File: src/rtl/disp_capture_pkg.sv
// Shared types and constants for the display-stream capture block:
// FSM state encoding, colour packing width and pixel-limit helper.
package disp_capture_pkg;

  typedef enum logic [2:0] {
    ST_IDLE       = 3'd0,
    ST_WAIT_FRAME = 3'd1,
    ST_CAPTURE    = 3'd2,
    ST_DRAIN      = 3'd3,
    ST_DONE       = 3'd4
  } state_e;

  localparam int unsigned CHANNELS = 3;

  function automatic int unsigned pix_limit(input int unsigned w, input int unsigned h);
    return w * h;
  endfunction

endpackage

File: src/rtl/disp_capture_if.sv
// Display input bus plus the addressed write port of the capture block.
interface disp_capture_if #(
  parameter int BPC   = 5,
  parameter int CORDW = 16,
  parameter int ADDRW = 18
);
  logic signed [CORDW-1:0] disp_x;
  logic signed [CORDW-1:0] disp_y;
  logic                    disp_de;
  logic                    disp_frame;
  logic [BPC-1:0]          disp_r;
  logic [BPC-1:0]          disp_g;
  logic [BPC-1:0]          disp_b;

  // Write port: a beat moves on a clock edge with mem_valid && mem_ready.
  // Once mem_valid rises, mem_valid/mem_addr/mem_data hold until that beat
  // moves; mem_ready may be high at any time and alone has no effect.
  logic                    mem_valid;
  logic                    mem_ready;
  logic [ADDRW-1:0]        mem_addr;
  logic [3*BPC-1:0]        mem_data;

  modport master (
    input  disp_x, disp_y, disp_de, disp_frame, disp_r, disp_g, disp_b,
    input  mem_ready,
    output mem_valid, mem_addr, mem_data
  );

  modport slave (
    output disp_x, disp_y, disp_de, disp_frame, disp_r, disp_g, disp_b,
    output mem_ready,
    input  mem_valid, mem_addr, mem_data
  );
endinterface

File: src/rtl/disp_cap_fifo.sv
// First-word-fall-through FIFO: rdata shows the head whenever empty is low.
// A push into a full FIFO succeeds only when a pop happens in the same cycle.
module disp_cap_fifo #(
  parameter int WIDTH = 8,
  parameter int DEPTH = 16
) (
  input  logic                       clk,
  input  logic                       rst_n,
  input  logic                       push,
  input  logic [WIDTH-1:0]           wdata,
  input  logic                       pop,
  output logic [WIDTH-1:0]           rdata,
  output logic                       full,
  output logic                       empty,
  output logic [$clog2(DEPTH):0]     count
);
  localparam int AW = $clog2(DEPTH);

  logic [WIDTH-1:0] mem_q [DEPTH];
  logic [AW:0]      wr_ptr_q, wr_ptr_d;
  logic [AW:0]      rd_ptr_q, rd_ptr_d;
  logic             do_push, do_pop;

  // Pointers carry one extra wrap bit so full and empty are distinguishable.
  always_comb begin
    count    = wr_ptr_q - rd_ptr_q;
    empty    = (wr_ptr_q == rd_ptr_q);
    full     = (count == (AW+1)'(DEPTH));
    do_pop   = pop && !empty;
    do_push  = push && (!full || do_pop);
    wr_ptr_d = wr_ptr_q + (AW+1)'(do_push);
    rd_ptr_d = rd_ptr_q + (AW+1)'(do_pop);
    rdata    = mem_q[rd_ptr_q[AW-1:0]];
  end

  always_ff @(posedge clk or negedge rst_n) begin
    if (!rst_n) begin
      wr_ptr_q <= '0;
      rd_ptr_q <= '0;
    end else begin
      wr_ptr_q <= wr_ptr_d;
      rd_ptr_q <= rd_ptr_d;
    end
  end

  always_ff @(posedge clk) begin
    if (do_push) mem_q[wr_ptr_q[AW-1:0]] <= wdata;
  end

endmodule

File: src/rtl/disp_capture.sv
// Captures one frame of a rectangular pixel window on request and emits each
// pixel as an addressed write beat through a small FWFT FIFO.
module disp_capture
  import disp_capture_pkg::*;
#(
  parameter int BPC        = 5,
  parameter int CORDW      = 16,
  parameter int ADDRW      = 18,
  parameter int WIN_WIDTH  = 672,
  parameter int WIN_HEIGHT = 384,
  parameter int WIN_STARTX = 0,
  parameter int WIN_STARTY = 0,
  parameter int FIFO_DEPTH = 16
) (
  input  logic             clk,
  input  logic             rst_n,
  input  logic             arm,
  disp_capture_if.master   bus,
  output logic             busy,
  output logic             done,
  output logic             overflow,
  output state_e           dbg_state
);
  localparam int DW = int'(CHANNELS) * BPC;
  localparam int FW = ADDRW + DW;
  localparam int unsigned PIX_MAX = pix_limit(WIN_WIDTH, WIN_HEIGHT);
  localparam logic [ADDRW:0] CNT_MAX  = (ADDRW+1)'(PIX_MAX);
  localparam logic [ADDRW:0] LAST_IDX = (ADDRW+1)'(PIX_MAX - 1);
  localparam logic signed [CORDW:0] X_LO = (CORDW+1)'(WIN_STARTX);
  localparam logic signed [CORDW:0] X_HI = (CORDW+1)'(WIN_STARTX + WIN_WIDTH);
  localparam logic signed [CORDW:0] Y_LO = (CORDW+1)'(WIN_STARTY);
  localparam logic signed [CORDW:0] Y_HI = (CORDW+1)'(WIN_STARTY + WIN_HEIGHT);

  state_e                    state_q, state_d;
  logic [ADDRW:0]            count_q, count_d;
  logic                      overflow_q, overflow_d;
  logic signed [CORDW:0]     x_s, y_s;
  logic                      in_win, push_req, pop;
  logic [FW-1:0]             fifo_wdata, fifo_rdata;
  logic                      fifo_full, fifo_empty;
  logic [$clog2(FIFO_DEPTH):0] fifo_count;

  // Sign-extend one bit so the window bounds never overflow the compare.
  always_comb begin
    x_s        = {bus.disp_x[CORDW-1], bus.disp_x};
    y_s        = {bus.disp_y[CORDW-1], bus.disp_y};
    in_win     = bus.disp_de && (x_s >= X_LO) && (x_s < X_HI)
                             && (y_s >= Y_LO) && (y_s < Y_HI);
    push_req   = (state_q == ST_CAPTURE) && !bus.disp_frame && in_win
                 && (count_q != CNT_MAX);
    pop        = !fifo_empty && bus.mem_ready;
    fifo_wdata = {count_q[ADDRW-1:0], bus.disp_r, bus.disp_g, bus.disp_b};
  end

  disp_cap_fifo #(.WIDTH(FW), .DEPTH(FIFO_DEPTH)) u_fifo (
    .clk   (clk),
    .rst_n (rst_n),
    .push  (push_req),
    .wdata (fifo_wdata),
    .pop   (pop),
    .rdata (fifo_rdata),
    .full  (fifo_full),
    .empty (fifo_empty),
    .count (fifo_count)
  );

  always_ff @(posedge clk or negedge rst_n) begin
    if (!rst_n) state_q <= ST_IDLE;
    else        state_q <= state_d;
  end

  always_comb begin
    state_d = state_q;
    case (state_q)
      ST_IDLE:       if (arm) state_d = ST_WAIT_FRAME;
      ST_WAIT_FRAME: if (bus.disp_frame) state_d = ST_CAPTURE;
      ST_CAPTURE: begin
        if (bus.disp_frame)                          state_d = ST_DRAIN;
        else if (push_req && (count_q == LAST_IDX)) state_d = ST_DRAIN;
      end
      ST_DRAIN:      if (fifo_count == '0) state_d = ST_DONE;
      ST_DONE:       state_d = ST_IDLE;
      default:       state_d = ST_IDLE;
    endcase
  end

  // The address counter advances even when the FIFO drops the pixel.
  always_comb begin
    count_d    = count_q;
    overflow_d = overflow_q;
    if ((state_q == ST_IDLE) && arm) begin
      count_d    = '0;
      overflow_d = 1'b0;
    end else if (push_req) begin
      count_d = count_q + 1'b1;
      if (fifo_full && !pop) overflow_d = 1'b1;
    end
  end

  always_ff @(posedge clk or negedge rst_n) begin
    if (!rst_n) begin
      count_q    <= '0;
      overflow_q <= 1'b0;
    end else begin
      count_q    <= count_d;
      overflow_q <= overflow_d;
    end
  end

  always_comb begin
    busy          = (state_q != ST_IDLE);
    done          = (state_q == ST_DONE);
    overflow      = overflow_q;
    dbg_state     = state_q;
    bus.mem_valid = !fifo_empty;
    bus.mem_addr  = fifo_empty ? '0 : fifo_rdata[FW-1:DW];
    bus.mem_data  = fifo_empty ? '0 : fifo_rdata[DW-1:0];
  end

endmodule

File: src/flat_wrapper.sv
// flat-port wrapper written by rule: the top's interface ports become plain ports
module disp_capture_flat import disp_capture_pkg::*;
#(
  parameter int BPC        = 5,
  parameter int CORDW      = 16,
  parameter int ADDRW      = 18,
  parameter int WIN_WIDTH  = 672,
  parameter int WIN_HEIGHT = 384,
  parameter int WIN_STARTX = 0,
  parameter int WIN_STARTY = 0,
  parameter int FIFO_DEPTH = 16
)
  (clk, rst_n, arm, busy, done, overflow, dbg_state, bus_disp_x, bus_disp_y, bus_disp_de, bus_disp_frame, bus_disp_r, bus_disp_g, bus_disp_b, bus_mem_ready, bus_mem_valid, bus_mem_addr, bus_mem_data);
  disp_capture_if #(.BPC(BPC), .CORDW(CORDW), .ADDRW(ADDRW)) bus_i ();
  input  logic clk;
  input  logic rst_n;
  input  logic arm;
  output logic busy;
  output logic done;
  output logic overflow;
  output state_e dbg_state;
  input wire logic [$bits(bus_i.disp_x)-1:0] bus_disp_x;
  input wire logic [$bits(bus_i.disp_y)-1:0] bus_disp_y;
  input wire logic [$bits(bus_i.disp_de)-1:0] bus_disp_de;
  input wire logic [$bits(bus_i.disp_frame)-1:0] bus_disp_frame;
  input wire logic [$bits(bus_i.disp_r)-1:0] bus_disp_r;
  input wire logic [$bits(bus_i.disp_g)-1:0] bus_disp_g;
  input wire logic [$bits(bus_i.disp_b)-1:0] bus_disp_b;
  input wire logic [$bits(bus_i.mem_ready)-1:0] bus_mem_ready;
  output wire logic [$bits(bus_i.mem_valid)-1:0] bus_mem_valid;
  output wire logic [$bits(bus_i.mem_addr)-1:0] bus_mem_addr;
  output wire logic [$bits(bus_i.mem_data)-1:0] bus_mem_data;
  assign bus_i.disp_x = bus_disp_x;
  assign bus_i.disp_y = bus_disp_y;
  assign bus_i.disp_de = bus_disp_de;
  assign bus_i.disp_frame = bus_disp_frame;
  assign bus_i.disp_r = bus_disp_r;
  assign bus_i.disp_g = bus_disp_g;
  assign bus_i.disp_b = bus_disp_b;
  assign bus_i.mem_ready = bus_mem_ready;
  assign bus_mem_valid = bus_i.mem_valid;
  assign bus_mem_addr = bus_i.mem_addr;
  assign bus_mem_data = bus_i.mem_data;
  disp_capture #(.BPC(BPC), .CORDW(CORDW), .ADDRW(ADDRW), .WIN_WIDTH(WIN_WIDTH), .WIN_HEIGHT(WIN_HEIGHT), .WIN_STARTX(WIN_STARTX), .WIN_STARTY(WIN_STARTY), .FIFO_DEPTH(FIFO_DEPTH)) u_core (.clk(clk), .rst_n(rst_n), .arm(arm), .bus(bus_i), .busy(busy), .done(done), .overflow(overflow), .dbg_state(dbg_state));
endmodule
File: config.mk
export PLATFORM = sky130hd
export DESIGN_NAME = disp_capture_flat
export DESIGN_NICKNAME = d
export VERILOG_FILES = /design/src/rtl/disp_capture_pkg.sv /design/src/rtl/disp_capture_if.sv /design/src/rtl/disp_cap_fifo.sv /design/src/rtl/disp_capture.sv /design/src/flat_wrapper.sv
export SDC_FILE = /design/constraint.sdc
export NUM_CORES = 1
export LEC_CHECK = 0
export ABC_AREA = 1
export CORE_MARGIN = 2
export CORE_UTILIZATION = 50
export CTS_CLUSTER_SIZE = 40
export DETAILED_ROUTE_END_ITERATION = 8
export PLACE_DENSITY = 0.7
export SLEW_MARGIN = 20
export SYNTH_ARGS = -nofsm -noshare
export SYNTH_HDL_FRONTEND = slang
export SYNTH_SLANG_ARGS = --single-unit
File: constraint.sdc
create_clock -name clk -period 6.5 [get_ports clk]
set_input_delay 1.3 -clock clk [delete_from_list [all_inputs] [get_ports clk]]
set_output_delay 1.3 -clock clk [all_outputs]
set_load 0.1 [all_outputs]
==> flow_summary.yaml <==
floorplan:
  coreArea_um2: 45200
  num_rows: 78
  initial_core_util_pct: 50.5
  num_io_pins: 93
  die_area_um2: 47300
  die_y_um: 218
  die_width_um: 218
global_routing:
  grt_pass1_wl_mm: 81.7
  grt_max_degree: 183
  grt.met1_usage_pct: 30.6
  grtUsageMet2_pct: 37.6
  globalRouteMet3Util_pct: 4.21
  overflow: 0
  peak_usage_layer_in_the_global_routing_report: "met2"
  globalRouteTotalUtil_pct: 22.9
  grt_pass1_vias: 14100
  antenna_found_initial: 0
power_and_ir_drop:
  comb_power_share_pct: 41.2
  power_density_nw_per_um2: 475
  netSwitchingPower_mw: 5.30
  peakVddDrop_uv: 559
  clock_power_share_pct: 25.1
  power.share.switching_pct: 43.0
  cellLeakagePower_nw: 9.22
  share_seq_of_total_power_pct: 33.7
  intPower_mw: 7.02
  power_mw: 12.3
layout:
  antenna_cells_inserted: 0
  num-fill-cells: 3504
  final_layout_size_suffix_gt1_share_pct: 10.1
  synthToLayoutAreaGrowth_pct: 13.7
  number_of_nets_in_the_layout: 1833
  final_cell_count_no_fill: 2414
worst_setup_path:
  cp-end-kind: "output pin"
  critPathMaxFanout: 34
  worst_r2r_startpoint: "u_core.u_fifo.rd_ptr_q[1]"
  setup.worst_path.start: "u_core.u_fifo.rd_ptr_q[1]"
  worstPathRequired_ps: 5200
  arrival_time_reported_for_the_critical_path_endpoint_ps: 4050
  worst_setup_path_start_kind: "flop"
  critical_path_class: "flop to output pin"
flow_run:
  maxCapViolCount: 0
synthesis:
  synth_edf_count: 528
  most_used_dff_post_synth: "sky130_fd_sc_hd__edfxtp_1"
  post_synth_num_cell_types: 36
  ys_seq_area_share_pct: 73.2
  synth_top_cells_by_area: "sky130_fd_sc_hd__edfxtp_1, sky130_fd_sc_hd__nand2_1, sky130_fd_sc_hd__mux2i_1"
  postSynthRegisterBits: 561
  synth.avg_cell_area_um2: 13.4
  synth.net_count: 1763
  async_flop_share_pct: 5.88
  post-synth-top-area-cell: "sky130_fd_sc_hd__edfxtp_1"
  syn-instance-count: 1700
  yosysWarningCount: 0
  synth.cell_area_um2: 22800
  yosys.area.top_type_share_pct: 69.5
drt:
  detail_route.vias_per_cell: 5.87
  antenna_left: 0
  detail_route.iter0.violations: 1529
  detail_route.wirelength_mm: 53.9
  wire_per_inst_um: 22.3
  first_pass_iters: 7
  dr_total_vias: 14200
  remaining_drcs: 0
sta:
  final_number_of_setup_violating_endpoints: 0
  fin_crit_ps: 5350
  drv_slew: 0
  finalHoldViolCount: 0
  pin_slew_with_the_least_headroom_to_its_limit_ps: 1170
  rsz0062_at_grt: "no"
  fin_crit_sh_pct: 82.3
  slew_hr_pct: 22.2
  setup_tns_ps: 0
  fmax_mhz: 187
  final.setup_skew_ps: 12.9
status:
  status: "finished, final reports clean"
clock_network:
  cts_max_path_buffers: 3
  cts_setup_buffers: 0
  postCtsHoldBufs: 0
  cts-htree-levels: 2
  cts_tree: "done"
  worstSkewPairLatency_ps: 610
  cts_buffers: 55
  cts_repair_resize_count: 0
  cts.clk_slew.worst_paths_ps: 60
  root_buffer_cell: "sky130_fd_sc_hd__clkbuf_16"
  tritoncts_num_sinks: 561
placed_design:
  placedCellCount: 2313
  dpl.hpwl_mm: 27.9
  io_buffers: 80
  finalWeightedCongestion: 0.870
hold_path:
  min_path_type: "flop to flop"
  hold_path.startpoint: "u_core.u_fifo.rd_ptr_q[4]"
==> power groups by stage <==
stage	logic (mW)	registers, mW	clock network, mW
after global placement	4.98	4.21	0
after global routing	5.38	4.15	3.28
after floorplan	3.85	4.19	0
final	5.08	4.15	3.09
after CTS	5.07	4.14	3.13
after detailed placement	5.05	4.22	0
==> worst paths after layout <==
check	endpoint	slack, ps	depth (start not counted)
max	bus_mem_addr[16]	1150	6
max reg2reg	u_core.u_fifo.mem_q[5][7]	2210	10
max in group asynchronous	u_core.u_fifo.rd_ptr_q[0]	5180	1
min	u_core.u_fifo.rd_ptr_q[4]	490	1
min in group asynchronous	u_core.count_q[3]	760	1
min reg2reg	u_core.u_fifo.rd_ptr_q[4]	490	1
==> placed cells by master, fill, tap and decap left out, types with 30 or more instances in the layout <==
| cell type | synthesis | layout |
|---|---|---|
| sky130_fd_sc_hd__edfxtp_1 | 528 | 528 |
| sky130_fd_sc_hd__o22ai_1 | 34 | 34 |
| sky130_fd_sc_hd__nand3_1 | 39 | 39 |
| sky130_fd_sc_hd__clkdlybuf4s50_1 | 0 | 46 |
| sky130_fd_sc_hd__a221oi_1 | 33 | 33 |
| sky130_fd_sc_hd__clkbuf_16 | 0 | 56 |
| sky130_fd_sc_hd__buf_4 | 12 | 61 |
| sky130_fd_sc_hd__inv_1 | 39 | 37 |
| sky130_fd_sc_hd__a21oi_1 | 105 | 105 |
| sky130_fd_sc_hd__dfrtp_1 | 33 | 30 |
| sky130_fd_sc_hd__o211ai_1 | 33 | 33 |
| sky130_fd_sc_hd__o221ai_1 | 33 | 33 |
| sky130_fd_sc_hd__o21ai_0 | 75 | 75 |
| sky130_fd_sc_hd__mux2i_1 | 99 | 99 |
| sky130_fd_sc_hd__nor2_1 | 175 | 163 |
| sky130_fd_sc_hd__nand2_1 | 296 | 295 |
==> critical path, cell delays in order (launching register included) <==
cell and delay, ps:
sky130_fd_sc_hd__dfrtp_2 740, sky130_fd_sc_hd__nor2_4 890, sky130_fd_sc_hd__inv_2 680, sky130_fd_sc_hd__o221ai_1 370, sky130_fd_sc_hd__nor2_1 80, sky130_fd_sc_hd__nor2_1 280
sky130_fd_sc_hd__buf_4 360
==> per-stage QoR <==
step / util (%) / setup WS (ps) / cell area (um2) / hold slack [ps]
detailed placement: 53.5 / 1810 / 24200 / 483
global route: 57.4 / 1070 / 25900 / 505
CTS: 57.4 / 1130 / 25900 / 495
global placement: 53.5 / 1850 / 24200 / 483
floorplan: - / 1330 / 22800 / 464
finish: 57.4 / 1150 / 25900 / 491
==> cell type report <==
type	instances	area (um2)	share of cell area [%]
multi-input combinational	999	5610	21.6
sequential	561	16700	64.4
timing repair buffer	109	943	3.64
tap	600	751	2.90
clock buffer	71	1470	5.66
clock inverter	30	288	1.11
inverter	44	170	0.657
==> Yosys cell counts (2+ instances only) <==
master / instances
sky130_fd_sc_hd__o221ai_1: 33
sky130_fd_sc_hd__mux2i_1: 99
sky130_fd_sc_hd__clkbuf_1: 46
sky130_fd_sc_hd__a221oi_1: 33
sky130_fd_sc_hd__inv_2: 4
sky130_fd_sc_hd__xnor2_1: 2
sky130_fd_sc_hd__nand2_2: 3
sky130_fd_sc_hd__nand3b_1: 2
sky130_fd_sc_hd__xor2_1: 12
sky130_fd_sc_hd__buf_2: 27
sky130_fd_sc_hd__nand4_1: 14
sky130_fd_sc_hd__ha_1: 10
sky130_fd_sc_hd__o22ai_1: 34
sky130_fd_sc_hd__buf_1: 8
sky130_fd_sc_hd__buf_6: 3
sky130_fd_sc_hd__nor2_2: 9
sky130_fd_sc_hd__nor3_1: 10
sky130_fd_sc_hd__buf_4: 12
sky130_fd_sc_hd__o211ai_1: 33
sky130_fd_sc_hd__o21ai_1: 7
sky130_fd_sc_hd__dfrtp_1: 33
sky130_fd_sc_hd__nand3_1: 39
sky130_fd_sc_hd__a21oi_2: 2
sky130_fd_sc_hd__nand2_1: 296
sky130_fd_sc_hd__a21oi_1: 105
sky130_fd_sc_hd__nor2_1: 175
sky130_fd_sc_hd__edfxtp_1: 528
sky130_fd_sc_hd__inv_1: 39
sky130_fd_sc_hd__o21ai_0: 75
==> flip-flops by register name, summed over array words and instances, names as in the netlist <==
| signal | cells |
|---|---|
| u_core.dbg_state | 3 |
| u_core.u_fifo.rd_ptr_q | 5 |
| u_core.u_fifo.mem_q | 528 |
| u_core.u_fifo.wr_ptr_q | 5 |
| u_core.count_q | 19 |
| u_core.overflow | 1 |
==> metal layers <==
metal  share of wire, %  wire, um
met5                  0         0
met2                 48     25900
met3                8.1      4340
met4                3.1      1650
met1                 41     21900
==> cell families after synthesis <==
group / count (synthesis) / share of synthesized area (%)
buffers and inverters: 140 / 2.76
AND/OR/NAND/NOR: 552 / 9.85
flip-flops: 561 / 73.2
multiplexers: 99 / 4.35
adder cells (fa/ha/maj): 10 / 0.549
AO/OA/AOI/OAI: 324 / 8.80
XOR/XNOR: 14 / 0.538
Power figures use the tool's default switching activity.
